$ cat config.mk
export PLATFORM = sky130hd
export DESIGN_NAME = adc_capture_sequencer_flat
export DESIGN_NICKNAME = d
export VERILOG_FILES = /design/src/rtl/adc_capture_sequencer_pkg.sv /design/src/rtl/adc_capture_sequencer_if.sv /design/src/rtl/adc_capture_sequencer_cfg_regs.sv /design/src/rtl/adc_capture_sequencer.sv /design/src/flat_wrapper.sv
export SDC_FILE = /design/constraint.sdc
export NUM_CORES = 1
export LEC_CHECK = 0
export ABC_AREA = 1
export ABC_CLOCK_PERIOD_IN_PS = 4700
export CORE_MARGIN = 2
export CORE_UTILIZATION = 30
export CTS_CLUSTER_SIZE = 30
export DETAILED_ROUTE_END_ITERATION = 8
export GPL_TIMING_DRIVEN = 0
export PLACE_DENSITY_LB_ADDON = 0.1
export SYNTH_ARGS = -nofsm -noshare
export SYNTH_HDL_FRONTEND = slang
export SYNTH_SLANG_ARGS = --single-unit
$ cat constraint.sdc
create_clock -name clk -period 4.7 [get_ports clk]
set_input_delay 0.94 -clock clk [delete_from_list [all_inputs] [get_ports clk]]
set_output_delay 0.94 -clock clk [all_outputs]
set_load 0.01 [all_outputs]
$ cat src/rtl/adc_capture_sequencer_pkg.sv
// Package ising_config: shared sizes, GPIO field layout, register offsets and
// types for the ADC capture sequencer.
package ising_config;

  localparam int num_bits = 16;

  localparam int gpio_addr_lsb  = 0;
  localparam int gpio_addr_w    = 16;
  localparam int gpio_data_lsb  = 16;
  localparam int gpio_data_w    = 8;
  localparam int gpio_w_clk_bit = 24;

  localparam logic [15:0] ADC_SEQ_REG_DELAY   = 16'd0;
  localparam logic [15:0] ADC_SEQ_REG_WIN_LEN = 16'd1;
  localparam logic [15:0] ADC_SEQ_REG_NWIN_LO = 16'd2;
  localparam logic [15:0] ADC_SEQ_REG_NWIN_HI = 16'd3;
  localparam logic [15:0] ADC_SEQ_REG_CTRL    = 16'd4;

  typedef enum logic [2:0] {
    IDLE,
    DELAY,
    WINDOW,
    WAIT_RES,
    DONE
  } seq_state_t;

  typedef struct packed {
    logic [7:0]  delay;
    logic [7:0]  win_len;
    logic [15:0] num_windows;
  } seq_cfg_t;

  function automatic logic [15:0] windows_or_one(input logic [15:0] n);
    return (n == 16'd0) ? 16'd1 : n;
  endfunction

endpackage

$ cat src/rtl/adc_capture_sequencer_if.sv
// Experiment-FSM side of the capture sequencer: start/busy/done handshake,
// sticky error and the forwarded result stream.
interface adc_capture_sequencer_if #(
  parameter int num_bits = ising_config::num_bits
);
  logic                start;
  logic                busy;
  logic                done;
  logic                err;
  logic [num_bits-1:0] res_out;
  logic                res_valid;
  logic [15:0]         res_cnt;

  modport master (output start, input busy, done, err, res_out, res_valid, res_cnt);
  modport slave  (input start, output busy, done, err, res_out, res_valid, res_cnt);
endinterface

$ cat src/rtl/adc_capture_sequencer_cfg_regs.sv
// seq_cfg_regs: GPIO config registers (w_clk synchronizer, address decode,
// reset defaults) plus the copy taken when a round is accepted.
module seq_cfg_regs
  import ising_config::*;
#(
  parameter int base_addr = 16
) (
  input  logic        clk,
  input  logic        rst,
  input  logic [31:0] gpio_in,
  input  logic        capture,
  output seq_cfg_t    shadow,
  output logic        raw_arm
);

  logic [2:0]  w_sync;
  logic [15:0] addr;
  logic [7:0]  data;
  logic        wr;
  seq_cfg_t    live;
  logic        unused_gpio;

  assign addr        = gpio_in[gpio_addr_lsb +: gpio_addr_w];
  assign data        = gpio_in[gpio_data_lsb +: gpio_data_w];
  assign wr          = w_sync[1] & ~w_sync[2];
  assign unused_gpio = ^gpio_in[31:gpio_w_clk_bit+1];

  always_ff @(posedge clk or negedge rst) begin
    if (!rst) w_sync <= '0;
    else      w_sync <= {w_sync[1:0], gpio_in[gpio_w_clk_bit]};
  end

  always_ff @(posedge clk or negedge rst) begin
    if (!rst) begin
      live.delay       <= '0;
      live.win_len     <= 8'd1;
      live.num_windows <= 16'd1;
      raw_arm          <= 1'b0;
    end else if (wr) begin
      if (addr == 16'(base_addr) + ADC_SEQ_REG_DELAY)
        live.delay <= data;
      else if (addr == 16'(base_addr) + ADC_SEQ_REG_WIN_LEN)
        live.win_len <= (data == 8'd0) ? 8'd1 : data;
      else if (addr == 16'(base_addr) + ADC_SEQ_REG_NWIN_LO)
        live.num_windows[7:0] <= data;
      else if (addr == 16'(base_addr) + ADC_SEQ_REG_NWIN_HI)
        live.num_windows[15:8] <= data;
      else if (addr == 16'(base_addr) + ADC_SEQ_REG_CTRL)
        raw_arm <= data[0];
    end
  end

  // num_windows=0 is folded to 1 here so the FSM never sees zero.
  always_ff @(posedge clk or negedge rst) begin
    if (!rst) begin
      shadow.delay       <= '0;
      shadow.win_len     <= 8'd1;
      shadow.num_windows <= 16'd1;
    end else if (capture) begin
      shadow.delay       <= live.delay;
      shadow.win_len     <= live.win_len;
      shadow.num_windows <= windows_or_one(live.num_windows);
    end
  end

endmodule

$ cat src/rtl/adc_capture_sequencer.sv
// ADC capture round sequencer: delay / run-window / result-collection FSM.
// Optional WAIT_RES timeout enabled by defining ADC_SEQ_TIMEOUT_EN.
module adc_capture_sequencer
  import ising_config::*;
#(
  parameter int base_addr      = 16,
  parameter int num_bits       = ising_config::num_bits,
  parameter int timeout_cycles = 1023
) (
  input  logic                    clk,
  input  logic                    rst,
  input  logic [31:0]             gpio_in,
  adc_capture_sequencer_if.slave  bus,
  output logic                    scaler_run,
  output logic                    del_trig,
  input  logic [num_bits-1:0]     val_in,
  input  logic                    val_in_valid
);

  localparam int tmo_w = $clog2(timeout_cycles + 1);
  localparam int cnt_w = (tmo_w > 8) ? tmo_w : 8;

  seq_state_t          state;
  seq_cfg_t            shadow;
  logic                raw_arm;
  logic                capture;
  logic                accept;
  logic                busy, done, err, res_valid;
  logic [num_bits-1:0] res_out;
  logic [15:0]         res_cnt, win_res, wins_done;
  logic [cnt_w-1:0]    cnt;

  assign capture = (state == IDLE) & bus.start;
  assign accept  = busy & val_in_valid;

  assign bus.busy      = busy;
  assign bus.done      = done;
  assign bus.err       = err;
  assign bus.res_out   = res_out;
  assign bus.res_valid = res_valid;
  assign bus.res_cnt   = res_cnt;

  seq_cfg_regs #(.base_addr(base_addr)) u_cfg (
    .clk     (clk),
    .rst     (rst),
    .gpio_in (gpio_in),
    .capture (capture),
    .shadow  (shadow),
    .raw_arm (raw_arm)
  );

  always_ff @(posedge clk or negedge rst) begin
    if (!rst) begin
      state      <= IDLE;
      busy       <= 1'b0;
      done       <= 1'b0;
      err        <= 1'b0;
      scaler_run <= 1'b0;
      del_trig   <= 1'b0;
      res_out    <= '0;
      res_valid  <= 1'b0;
      res_cnt    <= '0;
      win_res    <= '0;
      wins_done  <= '0;
      cnt        <= '0;
    end else begin
      done      <= 1'b0;
      res_valid <= 1'b0;
      if (accept) begin
        res_out   <= val_in;
        res_valid <= 1'b1;
        if (res_cnt != 16'hFFFF) res_cnt <= res_cnt + 16'd1;
        if (win_res != 16'hFFFF) win_res <= win_res + 16'd1;
      end

      case (state)
        IDLE: begin
          if (bus.start) begin
            state     <= DELAY;
            busy      <= 1'b1;
            del_trig  <= raw_arm;
            err       <= 1'b0;
            res_cnt   <= '0;
            win_res   <= '0;
            wins_done <= '0;
            cnt       <= '0;
          end
        end

        DELAY: begin
          if (cnt == cnt_w'(shadow.delay)) begin
            state      <= WINDOW;
            scaler_run <= 1'b1;
            cnt        <= '0;
          end else begin
            cnt <= cnt + 1'b1;
          end
        end

        WINDOW: begin
          if (cnt == cnt_w'(shadow.win_len - 8'd1)) begin
            state      <= WAIT_RES;
            scaler_run <= 1'b0;
            cnt        <= '0;
          end else begin
            cnt <= cnt + 1'b1;
          end
        end

        // A result landing in the same cycle as the window hand-off belongs
        // to the next window, hence the reload of win_res with accept.
        WAIT_RES: begin
          if (win_res >= {8'd0, shadow.win_len}) begin
            if (wins_done + 16'd1 < shadow.num_windows) begin
              state     <= DELAY;
              wins_done <= wins_done + 16'd1;
              win_res   <= accept ? 16'd1 : 16'd0;
              cnt       <= '0;
            end else begin
              state    <= DONE;
              busy     <= 1'b0;
              done     <= 1'b1;
              del_trig <= 1'b0;
            end
          end
`ifdef ADC_SEQ_TIMEOUT_EN
          else if (cnt == cnt_w'(timeout_cycles - 1)) begin
            state    <= DONE;
            busy     <= 1'b0;
            done     <= 1'b1;
            del_trig <= 1'b0;
            err      <= 1'b1;
          end else begin
            cnt <= cnt + 1'b1;
          end
`else
          else begin
            cnt <= '0;
          end
`endif
        end

        DONE: state <= IDLE;

        default: state <= IDLE;
      endcase
    end
  end

endmodule

$ cat src/flat_wrapper.sv
// flat-port wrapper written by rule: the top's interface ports become plain ports
module adc_capture_sequencer_flat import ising_config::*;
#(
  parameter int base_addr      = 16,
  parameter int num_bits       = ising_config::num_bits,
  parameter int timeout_cycles = 1023
)
  (clk, rst, gpio_in, scaler_run, del_trig, val_in, val_in_valid, bus_start, bus_busy, bus_done, bus_err, bus_res_out, bus_res_valid, bus_res_cnt);
  adc_capture_sequencer_if #(.num_bits(num_bits)) bus_i ();
  input  logic clk;
  input  logic rst;
  input  logic [31:0] gpio_in;
  output logic scaler_run;
  output logic del_trig;
  input  logic [num_bits-1:0] val_in;
  input  logic val_in_valid;
  input wire logic [$bits(bus_i.start)-1:0] bus_start;
  output wire logic [$bits(bus_i.busy)-1:0] bus_busy;
  output wire logic [$bits(bus_i.done)-1:0] bus_done;
  output wire logic [$bits(bus_i.err)-1:0] bus_err;
  output wire logic [$bits(bus_i.res_out)-1:0] bus_res_out;
  output wire logic [$bits(bus_i.res_valid)-1:0] bus_res_valid;
  output wire logic [$bits(bus_i.res_cnt)-1:0] bus_res_cnt;
  assign bus_i.start = bus_start;
  assign bus_busy = bus_i.busy;
  assign bus_done = bus_i.done;
  assign bus_err = bus_i.err;
  assign bus_res_out = bus_i.res_out;
  assign bus_res_valid = bus_i.res_valid;
  assign bus_res_cnt = bus_i.res_cnt;
  adc_capture_sequencer #(.base_addr(base_addr), .num_bits(num_bits), .timeout_cycles(timeout_cycles)) u_core (.clk(clk), .rst(rst), .gpio_in(gpio_in), .bus(bus_i), .scaler_run(scaler_run), .del_trig(del_trig), .val_in(val_in), .val_in_valid(val_in_valid));
endmodule
==> impl_metrics.yaml, run 1 <==
route:
  routed_via_density: 4.507
  dr.pass1.iters: 4
  ant_nets: 0
  drt-initial-drc-count: 329
  wl_um: 21220
  vias: 6576
  post_drt_wl_per_cell_um: 14.55
  route.detailed.drc: 0
cts:
  clock-sinks: 150
  ctsResizeCount: 0
  cts.reportedPaths.clkPinSlew_ns: 0.07
  numCtsBuffers: 17
  ctsLongestPathBuffers: 2
  postCtsSetupBuffers: 0
  htree_num_levels: 4
  cts-root-buf: "clkbuf_16"
  cts_hold_buf: 0
  clk_latency_ns: 0.43
  tritoncts: "built"
place:
  numPortBuffers: 81
  postPlaceCellArea_um2: 9371
  globalplace.congestion: 0.7727
  dp.cells: 1427
  dp_hpwl_um: 15800
logic_synthesis:
  netlist_instances: 1004
  ys_seq_area_share_pct: 46.39
  synth.distinct_cells: 49
  syn_nets: 1084
  mappedNetlistArea_um2: 8102
  synth.avg_cell_area_um2: 8.069
  yosys_most_used_dff: "dfrtp_1"
  ys_warn_count: 0
  synth_seq_cells: 150
  synth_edf_count: 0
  async_flop_share_pct: 100.0
pwr:
  leakagePower_nw: 4.842
  ir_worst_vdd_uv: 299.4
  clockPowerShare_pct: 29.6
  seq_power_share_pct: 35.4
  combPwrFrac_pct: 35.0
  p_int_mw: 2.806
  p_sw_share_pct: 38.91
  p_per_area_nw_per_um2: 461.9
  p_switching_mw: 1.787
floorplan:
  dieHeight_um: 168.3
  initial_core_util_pct: 30.31
  fp-row-count: 60
  dieArea_um2: 28340
  ios: 90
  core_um2: 26730
  dieWidth_um: 168.3
global_routing:
  met2_usage_pct: 25.62
  antenna_found_initial: 0
  grt_pass1_wl_um: 35350
  top_usage_layer: "met2"
  grtUsageMet3_pct: 3.315
  grt_max_degree: 111
  gr-total-overflow: 0
  use_met1_pct: 22.11
  grt.total_usage_pct: 15.94
  grt_pass1_vias: 6578
cells_and_area:
  layoutNonFillerInstCount: 1459
  fin_area_um2: 9943
  num_antenna_cells: 0
  fin_nets: 1185
  drive_above_1_share_pct: 9.213
  areaGrowthSynthToFinish_pct: 22.73
min_path:
  worstHoldPathType: "reg2reg"
  worstHoldStart: "u_core.u_cfg.w_sync[0]"
  whs_path_depth: 0
  whs_endpoint: "u_core.u_cfg.w_sync[1]"
timing:
  relSlewSlack_pct: 50.82
  tightestPinTransition_ns: 0.7299
  fin_worst_skew_ns: 0.009867
  fin_crit_sh_pct: 71.01
  max_freq_mhz: 299.6
  rsz0062_at_grt: "false"
  hold_viol: 0
  slew_viol_final: 0
  layout_min_cycle_time_ns: 3.337
  setup_violations: 0
worst_setup_path:
  end_kind: "flip-flop"
  worstPathArrival_ns: 3.70
  worstReg2RegEnd: "u_core.cnt[7]"
  path_max_fanout: 10
  worstSetupPathType: "reg2reg"
  critPathRequiredTime_ns: 5.06
  start_kind: "flip-flop"
  r2r_slack_ns: 1.36
  r2r-start: "u_core.wins_done[0]"
  worst_r2r_path_depth: 15
run_status:
  status: "finished clean"
flow_run:
  cap_violations: 0
[logic make-up after synthesis]
group / count (synthesis) / synth area share, %
other: 1 / 0.04629
AOI/OAI and AO/OA: 111 / 7.537
adders and majority gates: 28 / 4.324
and+or+nand+nor: 513 / 28.36
xor gates and xnor gates: 42 / 4.633
muxes: 9 / 1.112
buffers and inverters: 150 / 7.598
DFF: 150 / 46.39
[flip-flops by register name (all words and copies together), names as in the netlist, 3 cells and up]
name and cells:
u_core.u_cfg.live 32, u_core.u_cfg.shadow 32, u_core.bus.res_cnt 16, u_core.bus.res_out 16
u_core.win_res 16, u_core.wins_done 16, u_core.cnt 10, u_core.state 3
u_core.u_cfg.w_sync 3
[routing by layer]
| metal | vias to the layer above | wire, µm |
|---|---|---|
| met2 | 78 | 9839 |
| met4 | 0 | 187 |
| met1 | 3072 | 10610 |
| met3 | 12 | 589 |
| li1 | 3414 | - |
| met5 | - | 0 |
[how the worst max path moves through the flow]
stage                              from                   end  slack [ns]
global route        u_core.wins_done[0]         u_core.cnt[6]        0.94
global placement                    rst  u_core.wins_done[11]       -4.10
CTS                 u_core.wins_done[0]         u_core.cnt[7]        1.28
detailed placement  u_core.wins_done[0]         u_core.cnt[7]        1.29
finish              u_core.wins_done[0]         u_core.cnt[7]        1.36
floorplan           u_core.wins_done[0]   u_core.wins_done[3]        2.11
[cell type report]
cell class | count | area (µm²)
Clock inverter | 13 | 138.9
Inverter | 126 | 474.2
Fill cell | 2787 | 16780
Clock buffer | 19 | 432.9
Buffer | 24 | 141.4
Multi-Input combinational cell | 704 | 3727
Tap cell | 341 | 426.7
Sequential cell | 150 | 3759
Timing Repair Buffer | 82 | 843.3
[cell usage after synthesis (2+ instances only)]
| cell | instances | share of area, % |
|---|---|---|
| mux2i_1 | 9 | 1.1 |
| xnor2_1 | 13 | 1.4 |
| nand3b_1 | 2 | 0.19 |
| nand4_1 | 18 | 1.4 |
| nor3_1 | 15 | 0.93 |
| o21ai_2 | 4 | 0.43 |
| nor3_2 | 4 | 0.49 |
| ha_1 | 28 | 4.3 |
| buf_2 | 7 | 0.43 |
| a41oi_1 | 2 | 0.22 |
| xor2_1 | 28 | 3.0 |
| inv_2 | 5 | 0.23 |
| nor4_4 | 2 | 0.53 |
| o21ai_0 | 63 | 3.9 |
| nand3_1 | 62 | 3.8 |
| or2_2 | 2 | 0.15 |
| nand2_2 | 9 | 0.69 |
| a21oi_1 | 24 | 1.5 |
| o21bai_1 | 2 | 0.19 |
| dfstp_2 | 4 | 1.3 |
| o21ai_1 | 10 | 0.62 |
| nor2_1 | 81 | 3.8 |
| buf_4 | 3 | 0.28 |
| buf_6 | 4 | 0.56 |
| nand2_4 | 2 | 0.28 |
| clkbuf_1 | 9 | 0.42 |
| inv_1 | 120 | 5.6 |
| nand2_1 | 290 | 13 |
| nor2_2 | 10 | 0.77 |
| nor4_1 | 6 | 0.46 |
| dfrtp_1 | 146 | 45 |
| a21oi_2 | 3 | 0.32 |
[worst max-delay path: stages (launching register included)]
cell and delay, ns:
dfrtp_1 0.43, ha_1 0.23, nand3_2 0.14, nor2_1 0.22, nand3_1 0.14, nand3b_1 0.22
xnor2_2 0.17, ha_1 0.30, nand4_1 0.12, nor3_1 0.25, nand2_1 0.15, nand2_1 0.12
nand3_1 0.29, nand2_2 0.33, nand2_1 0.08, nand2_1 0.07
[layout by cell type (no fill, tap or decap), types with 3 or more instances in the layout]
cell type | Yosys | final
nor3_2 | 4 | 4
xor2_1 | 28 | 28
ha_1 | 28 | 28
mux2i_1 | 9 | 9
nor2_2 | 10 | 10
a21oi_2 | 3 | 3
dfstp_2 | 4 | 4
inv_2 | 5 | 5
o21ai_2 | 4 | 4
o21ai_1 | 10 | 10
dfrtp_1 | 146 | 146
o21ai_0 | 63 | 63
clkbuf_16 | 0 | 17
nor3_1 | 15 | 15
nor4_1 | 6 | 6
clkbuf_1 | 9 | 11
nand3_1 | 62 | 62
nand2_2 | 9 | 9
buf_4 | 3 | 3
clkinv_4 | 0 | 4
nor2_1 | 81 | 81
buf_2 | 7 | 7
buf_6 | 4 | 4
clkdlybuf4s50_1 | 0 | 80
nand4_1 | 18 | 18
inv_6 | 0 | 4
inv_8 | 0 | 3
nand2_1 | 290 | 290
inv_1 | 120 | 120
xnor2_1 | 13 | 13
a21oi_1 | 24 | 24
[power groups by stage]
stage / clock (mW) / combinational (mW) / sequential, mW
5_1_grt: 1.46 / 1.84 / 1.66
2_1_floorplan: 0 / 0.998 / 1.65
3_5_place_dp: 0 / 1.64 / 1.65
3_3_place_gp: 0 / 1.63 / 1.65
4_1_cts: 1.41 / 1.64 / 1.63
6_report: 1.36 / 1.61 / 1.63
[through the flow]
step           hold WS (ns)  total power [mW]  worst slack, ns  TNS (ns)  util, %
2_1_floorplan        0.3312             2.649            2.110         0        -
3_5_place_dp         0.3395             3.289            1.291         0    35.07
4_1_cts              0.3667             4.681            1.279         0    37.21
5_1_grt              0.3803             4.955           0.9440         0    37.21
3_3_place_gp         0.3353             3.287           -4.100   -603.18    34.94
6_report             0.3631             4.592            1.363         0    37.21
(Power assumes the default switching activity.)
==> run 2: changes to the inputs <==
--- a/config.mk
+++ b/config.mk
@@ -6,7 +6,7 @@
 export NUM_CORES = 1
 export LEC_CHECK = 0
 export ABC_AREA = 1
-export ABC_CLOCK_PERIOD_IN_PS = 4700
+export ABC_CLOCK_PERIOD_IN_PS = 3500
 export CORE_MARGIN = 2
 export CORE_UTILIZATION = 30
 export CTS_CLUSTER_SIZE = 30
==> constraint.sdc (replaced) <==
create_clock -name clk -period 3.5 [get_ports clk]
set_input_delay 0.7 -clock clk [delete_from_list [all_inputs] [get_ports clk]]
set_output_delay 0.7 -clock clk [all_outputs]
set_load 0.01 [all_outputs]
==> impl_metrics.yaml, run 2 (synthesis gave the netlist of run 1 again) <==
timing:
  layout_min_cycle_time_ns: 3.177
  max_freq_mhz: 314.7
  whs_ns: 0.1509
  hold_viol: 0
  setup_tns_ns: 0
  relSlewSlack_pct: 49.79
  setup_violations: 0
  rsz0062_at_grt: "false"
  fin_worst_skew_ns: 0.009490
  fin_crit_sh_pct: 90.78
  slew_viol_final: 0
  tightestPinTransition_ns: 0.7453
route:
  routed_via_density: 4.513
  ant_nets: 0
  post_drt_wl_per_cell_um: 14.53
  wl_um: 21200
  vias: 6584
  route.detailed.drc: 0
  dr.pass1.iters: 4
  drt-initial-drc-count: 346
cells_and_area:
  num_antenna_cells: 0
  drive_above_1_share_pct: 9.481
  areaGrowthSynthToFinish_pct: 22.97
  top_regs: "u_core.u_cfg.live x32, u_core.u_cfg.shadow x32"
  fin_nets: 1185
  post-route-util_pct: 37.28
  layoutNonFillerInstCount: 1459
  layout.cells.most_common: "nand2_1"
  layout_common_cells: "nand2_1, dfrtp_1, inv_1"
place:
  dp_hpwl_um: 15800
  numPortBuffers: 81
  globalplace.congestion: 0.7727
  dp.cells: 1427
floorplan:
  ios: 90
  initial_core_util_pct: 30.31
  dieArea_um2: 28340
  dieHeight_um: 168.3
  core_um2: 26730
  dieWidth_um: 168.3
  fp-row-count: 60
min_path:
  worstHoldPathType: "in2async"
pwr:
  p_sw_share_pct: 39.00
  ir_worst_vdd_uv: 365.3
  leakagePower_nw: 4.846
  p_switching_mw: 2.417
  p_int_mw: 3.780
  finalPower_mw: 6.196
  combPwrFrac_pct: 35.3
  seq_power_share_pct: 35.3
  p_per_area_nw_per_um2: 622.0
  clockPowerShare_pct: 29.5
worst_setup_path:
  cpPeakStageDelay_ns: 0.44
  worstPathArrival_ns: 3.53
  crit_buf_inv: 2
  crit_chain: "ha_1 > nand3_2 > nor2_1 > nand3_1 > nand3b_1 > xnor2_2 > ha_1 > nand4_1 > nor3_2 > nand2_1 > nand2_1 > clkinv_2 > nand3_4 > nand2_4 > buf_6 > a21oi_1"
  cpMaxStageDelayCell: "dfrtp_1"
  path_max_fanout: 10
  start_kind: "flip-flop"
  critPathRequiredTime_ns: 3.85
  end_kind: "flip-flop"
  cp_top_family: "simple AND/OR/NAND/NOR gates"
  worstSetupPathType: "reg2reg"
cts:
  clk_latency_ns: 0.43
  cts-root-buf: "clkbuf_16"
  numCtsBuffers: 17
  clock-sinks: 150
  tritoncts: "built"
  htree_num_levels: 4
  ctsLongestPathBuffers: 2
  cts.reportedPaths.clkPinSlew_ns: 0.07
  postCtsSetupBuffers: 0
global_routing:
  grt.total_usage_pct: 15.94
  gr-total-overflow: 0
  antenna_found_initial: 0
  grt_pass1_wl_um: 35350
  grt_pass1_vias: 6578
  grt_max_degree: 111
run_status:
  status: "finished clean"
flow_run:
  cap_violations: 0
run 2: timing repair:
item / in CTS / in global routing
hold buffers: 0 / 0
resized for setup: 0 / 4
endpoints found under the setup margin: 0 / 37
run 2: area by class of cell:
type / count / area [µm²]
fill: 2786 / 16760
timing repair buffer: 82 / 843.3
inverter: 126 / 474.2
clock buffer: 19 / 432.9
clock inverter: 13 / 138.9
buffer: 24 / 141.4
tap: 341 / 426.7
multi-input combinational: 704 / 3746
sequential: 150 / 3759
run 2: power by group through the flow:
stage	clock network, mW	logic, mW	registers (mW)
2_1_floorplan	0	1.34	2.22
5_1_grt	1.96	2.50	2.22
6_report	1.83	2.18	2.19
3_3_place_gp	0	2.19	2.22
4_1_cts	1.89	2.21	2.19
3_5_place_dp	0	2.20	2.22
run 2: worst paths after layout:
check                                       startpoint                     end  slack (ns)  cells after the start
worst max-delay path               u_core.wins_done[0]      u_core.win_res[13]        0.32                     16
worst min-delay path                               rst           u_core.cnt[4]        0.15                      1
worst max register to register     u_core.wins_done[0]      u_core.win_res[13]        0.32                     16
worst min register to register  u_core.u_cfg.w_sync[0]  u_core.u_cfg.w_sync[1]        0.36                      0
max in group asynchronous                          rst  u_core.u_cfg.shadow[0]        2.49                      2
min in group clk                u_core.u_cfg.w_sync[0]  u_core.u_cfg.w_sync[1]        0.36                      0
run 2: stage by stage:
stage	area, µm²	setup slack [ns]
finish	9962	0.3228
global route	9962	0.008896
CTS	9943	0.07933
detailed placement	9371	0.09108
global placement	9339	-5.060
floorplan	8102	0.9100
run 2: routing by layer:
metal	global-route usage, %	vias to the layer above	wire, µm
li1	-	3411	-
met1	22.11	3093	10630
met2	25.62	66	9863
met3	3.315	14	524
met4	3.598	0	190
met5	0	-	0
